File: config.mk
export PLATFORM = sky130hd
export DESIGN_NAME = alu_muldiv_seq
export DESIGN_NICKNAME = d
export VERILOG_FILES = /design/src/rtl/alu_muldiv_seq.sv
export SDC_FILE = /design/constraint.sdc
export NUM_CORES = 1
export LEC_CHECK = 0
export BUFFER_PORTS_ARGS = -buffer_cell sky130_fd_sc_hd__buf_4
export CAP_MARGIN = 20
export CORE_UTILIZATION = 65
export CTS_CLUSTER_SIZE = 10
export DETAILED_ROUTE_END_ITERATION = 10
export GPL_TIMING_DRIVEN = 0
export PLACE_DENSITY = 0.86
export SLEW_MARGIN = 20
export SYNTH_ARGS = -nofsm -noshare
export SYNTH_HDL_FRONTEND = slang
export SYNTH_SLANG_ARGS = --single-unit
File: constraint.sdc
create_clock -name clock -period 9.7 [get_ports clock]
set_input_delay 0.97 -clock clock [delete_from_list [all_inputs] [get_ports clock]]
set_output_delay 0.97 -clock clock [all_outputs]
set_load 0.02 [all_outputs]
File: src/rtl/alu_muldiv_seq.sv
// Multi-cycle unsigned multiply/divide unit beside the EX-stage ALU.
// Results land in HI/LO; busy stalls the pipeline while an operation runs.
module alu_muldiv_seq #(
  parameter int         WIDTH      = 32,
  parameter logic [5:0] CODE_MULTU = 6'h13,
  parameter logic [5:0] CODE_DIVU  = 6'h34
) (
  input  logic             clock,
  input  logic             reset,
  input  logic             start,
  input  logic [5:0]       ALUctrl,
  input  logic [WIDTH-1:0] opA,
  input  logic [WIDTH-1:0] opB,
  output logic             busy,
  output logic             done,
  output logic [WIDTH-1:0] hi,
  output logic [WIDTH-1:0] lo
);

  // state  | meaning
  // IDLE   | waiting for start with a long-latency code
  // MUL    | shift-add, one multiplier bit per cycle, LSB first
  // DIV    | restoring shift-subtract, one quotient bit per cycle, MSB first
  // DONE   | single cycle, HI/LO hold the new result
  localparam logic [1:0] S_IDLE = 2'd0;
  localparam logic [1:0] S_MUL  = 2'd1;
  localparam logic [1:0] S_DIV  = 2'd2;
  localparam logic [1:0] S_DONE = 2'd3;

  localparam int              CW       = $clog2(WIDTH + 1);
  localparam logic [CW-1:0]   LAST_CNT = CW'(WIDTH - 1);

  logic [1:0]         r_state;
  logic [CW-1:0]      r_cnt;
  logic [2*WIDTH-1:0] r_mcand;
  logic [WIDTH-1:0]   r_mplier;
  logic [2*WIDTH-1:0] r_prod;
  logic [WIDTH-1:0]   r_rem;
  logic [WIDTH-1:0]   r_quo;
  logic [WIDTH-1:0]   r_dvsr;
  logic [WIDTH-1:0]   r_hi;
  logic [WIDTH-1:0]   r_lo;

  logic               w_last;
  logic [2*WIDTH-1:0] w_prod_nxt;
  logic [WIDTH:0]     w_shift;
  logic [WIDTH:0]     w_diff;
  logic               w_fits;
  logic [WIDTH-1:0]   w_rem_nxt;
  logic [WIDTH-1:0]   w_quo_nxt;

  assign w_last     = (r_cnt == LAST_CNT);
  assign w_prod_nxt = r_prod + (r_mplier[0] ? r_mcand : {(2*WIDTH){1'b0}});

  // The shifted partial remainder is one bit wider than the divisor, so
  // bit WIDTH of the difference is an exact borrow.
  assign w_shift    = {r_rem, r_quo[WIDTH-1]};
  assign w_diff     = w_shift - {1'b0, r_dvsr};
  assign w_fits     = ~w_diff[WIDTH];
  assign w_rem_nxt  = w_fits ? w_diff[WIDTH-1:0] : w_shift[WIDTH-1:0];
  assign w_quo_nxt  = {r_quo[WIDTH-2:0], w_fits};

  always_ff @(posedge clock) begin
    if (reset) begin
      r_state  <= S_IDLE;
      r_cnt    <= '0;
      r_mcand  <= '0;
      r_mplier <= '0;
      r_prod   <= '0;
      r_rem    <= '0;
      r_quo    <= '0;
      r_dvsr   <= '0;
      r_hi     <= '0;
      r_lo     <= '0;
    end else begin
      case (r_state)
        S_IDLE: begin
          if (start) begin
            if (ALUctrl == CODE_MULTU) begin
              r_mcand  <= {{WIDTH{1'b0}}, opA};
              r_mplier <= opB;
              r_prod   <= '0;
              r_cnt    <= '0;
              r_state  <= S_MUL;
            end else if (ALUctrl == CODE_DIVU) begin
              if (opB == '0) begin
                r_hi    <= opA;
                r_lo    <= '1;
                r_state <= S_DONE;
              end else begin
                r_rem   <= '0;
                r_quo   <= opA;
                r_dvsr  <= opB;
                r_cnt   <= '0;
                r_state <= S_DIV;
              end
            end
          end
        end
        S_MUL: begin
          r_prod   <= w_prod_nxt;
          r_mcand  <= r_mcand << 1;
          r_mplier <= r_mplier >> 1;
          r_cnt    <= r_cnt + CW'(1);
          if (w_last) begin
            r_hi    <= w_prod_nxt[2*WIDTH-1:WIDTH];
            r_lo    <= w_prod_nxt[WIDTH-1:0];
            r_state <= S_DONE;
          end
        end
        S_DIV: begin
          r_rem <= w_rem_nxt;
          r_quo <= w_quo_nxt;
          r_cnt <= r_cnt + CW'(1);
          if (w_last) begin
            r_hi    <= w_rem_nxt;
            r_lo    <= w_quo_nxt;
            r_state <= S_DONE;
          end
        end
        default: r_state <= S_IDLE;
      endcase
    end
  end

  assign busy = (r_state != S_IDLE);
  assign done = (r_state == S_DONE);
  assign hi   = r_hi;
  assign lo   = r_lo;

endmodule

==> results by group <==
Run status
  – Outcome: finished, final reports clean

Setup path
  – Crit path to: hi[12]
  – Reg2Reg Depth: 16
  – Worst reg2reg endpoint: hi[12]
  – Max incr delay on CP: 0.76 ns
  – Cells along the critical path: clkbuf_1 -> clkbuf_1 -> and2_1 -> ha_1 -> inv_1 -> fa_1 -> nand2b_1 -> a211oi_1 -> o211ai_1 -> a2111oi_2 -> nor2_1 -> o22ai_2 -> a21oi_1 -> xnor2_1 -> a21oi_1 -> nor4_1
  – WS Path Type: register to register
  – Worst EP required: 10.10 ns
  – Crit end category: register
  – Crit. Startpoint: r_mplier[0]
  – Startpoint types: register
  – Reg-to-Reg Start: r_mplier[0]
  – Worst-path fanout max: 10
  – Critical Path AT: 6.81 ns
  – R2R Setup Slk: 3.29 ns
  – Slowest-stage cell, CP: clkbuf_1

Drt
  – TritonRoute pass-1 iters: 6
  – Highest routed layer: met4
  – Met2 routed WL: 32.1 mm
  – Via count: 21521
  – 1st-iter DRT viols: 3296
  – WL per Instance: 24.4 µm
  – DRC viols: 0
  – Total wire length: 76.4 mm
  – Met1 WL: 28.0 mm
  – Antenna-violating nets left: 0
  – Via density: 6.88
  – Routed met3 length: 10.3 mm

Final layout
  – Layout cell share with drive strength beyond 1: 7.78%
  – Final net count: 2904
  – Fin util: 75.1%
  – Post-Layout Inst Area: 0.0224 mm²
  – Syn-to-layout area delta: 13.3%
  – Layout Cells excl Fill: 3129

Global routing
  – Largest net degree at the start of global routing: 11
  – Global-route wire length before repair: 113 mm
  – Total gr overflow: 0
  – Vias in the first global route: 19608
  – Total global-route track usage: 47.7%
  – Initial antenna violation count: 1

Timing
  – Final setup vio count: 0
  – Final hold slack: 0.460 ns
  – Setup TNS: 0 ns
  – Slew Limit Headroom: 12.4%
  – Clk_skew: 0.0192 ns
  – Crit path time final: 6.41 ns
  – F_max: 156 MHz
  – Worst-margin pin slew: 1.31 ns
  – Max-slew violation count: 0
  – Hold Violations, Final: 0
  – Final worst-path cycle share: 66.1%
  – RSZ-0062 raised after global routing: false

Worst hold path
  – Hold depth: 2
  – Worst hold path type: register to register
  – Worst min-delay path startpoint: r_prod[54]

Clocking
  – CTS clk-pin slew, worst paths: 0.06 ns
  – H-tree levels: 2
  – Post-CTS sizing: 0
  – CTS root buf: clkbuf_16
  – Num CTS Buffers: 40
  – Worst-Skew Late Latency: 0.55 ns
  – Hold_buf cts: 0
  – CTS tree: built
  – CTS Buffer Depth: 3
  – Sink Count: 328
  – Postcts setup bufs: 0

Synthesis
  – Mapped Cells: 2550
  – Top FF cell, synth: dfxtp_1
  – Yosys synthesis warning count: 0
  – Post-synth EDFFs: 0
  – Post-synthesis sequential area ratio: 33.2%
  – Mean Syn Cell Area: 7.75 µm²
  – Net count after synthesis: 2725
  – Seq cells post-synth: 328
  – Synthesized area: 0.0198 mm²
  – Synth async-reset ratio: 0%
  – Yosys cell types: 76

Pwr
  – Power per standard cell area: 141 mW/mm²
  – Max VDD drop: 0.140 mV
  – P_leak: 8.66 nW

Flow run
  – Maxcap violations: 0

Floorplan
  – Starting density of the core: 66.3%
  – DIE HEIGHT: 176 µm
  – Area of the core: 0.0298 mm²
  – Row cnt: 63
  – IO Pins: 139
  – Die area: 0.0311 mm²
  – Die X: 176 µm

Place
  – Routability cong.: 1.06
  – Post-DP HPWL: 56.9 mm
  – Placed cell areas: 0.0213 mm²
  – Placed cells: 3077
  – # port buffers: 137
## worst min path at each step
stage | to
floorplan | r_mcand[63]
global placement | r_mcand[63]
detailed placement | r_prod[27]
CTS | r_prod[27]
global route | r_prod[56]
finish | r_prod[54]
## cell usage after synthesis (all sizes together), types with 48 or more instances
cell type,count,area [µm²]
a211oi,99,743
a21o,52,390
a21oi,249,1250
and2,70,438
clkbuf,170,642
dfxtp,328,6570
ha,100,1250
inv,57,214
mux2i,133,1330
nand2,243,912
nand3,95,475
nor2,341,1280
nor3,78,395
o21ai,105,526
xnor2,48,420
## cell usage in the layout (no fill, tap or decap), types with 56 or more instances in the layout
cell      count
nand2_1     243
nand3_1      95
mux2i_1     133
a21oi_1     249
o21ai_0     101
a211oi_1     99
clkbuf_1    173
buf_4       140
ha_1        100
dfxtp_1     328
nor2_1      341
and2_1       70
inv_1        56
nor3_1       77
## metal layers
metal  track usage (%)  up-vias
met1              60.0     9937
met5                 0        -
met3              12.1      409
li1                  -     9498
met2              72.1     1677
met4              31.7        0
## stage by stage
stage | setup slack (ns) | power (mW)
global route | 3.38 | 3.21
finish | 3.29 | 3.16
detailed placement | 3.85 | 1.81
floorplan | 6.02 | 1.65
CTS | 3.84 | 3.12
global placement | 3.85 | 1.80
## cell type report
cell class | count | area [µm²]
Tap cell | 390 | 488
Buffer | 188 | 724
Antenna cell | 1 | 2.50
Clock buffer | 48 | 1080
Clock inverter | 3 | 18.8
Inverter | 58 | 218
Multi-Input combinational cell | 1976 | 12200
Fill cell | 2298 | 7420
Sequential cell | 328 | 6570
Timing Repair Buffer | 137 | 1030
## sequential cells by signal, summed over array words and instances (netlist names)
name	cells
r_prod	64
r_mplier	32
r_mcand	64
hi	32
r_quo	32
r_rem	32
lo	32
r_cnt	6
r_state	2
r_dvsr	32
## critical path: cells and delay by family, from the launching register on
family                   cells  cell delay (ns)
XOR/XNOR                     1             0.25
flip-flops                   1             0.33
AND/OR/NAND/NOR              4             0.70
AO/OA/AOI/OAI                6             3.02
buffers and inverters        3             1.39
adder cells (fa/ha/maj)      2             0.57
## power by group
part	internal [mW]	leakage (nW)	switching (mW)
Clock	0.774	0.543	0.580
Sequential	1.37	2.64	0.0171
Combinational	0.126	5.47	0.296
Total	2.27	8.66	0.893
## cell families after synthesis
| kind of cell | share of synthesized area (%) |
|---|---|
| XOR/XNOR | 3.77 |
| multiplexers | 6.80 |
| adder cells (fa/ha/maj) | 6.54 |
| buffers and inverters | 4.77 |
| flip-flops | 33.2 |
| AO/OA/AOI/OAI | 22.2 |
| AND/OR/NAND/NOR | 22.7 |
Power figures use the tool's default switching activity.
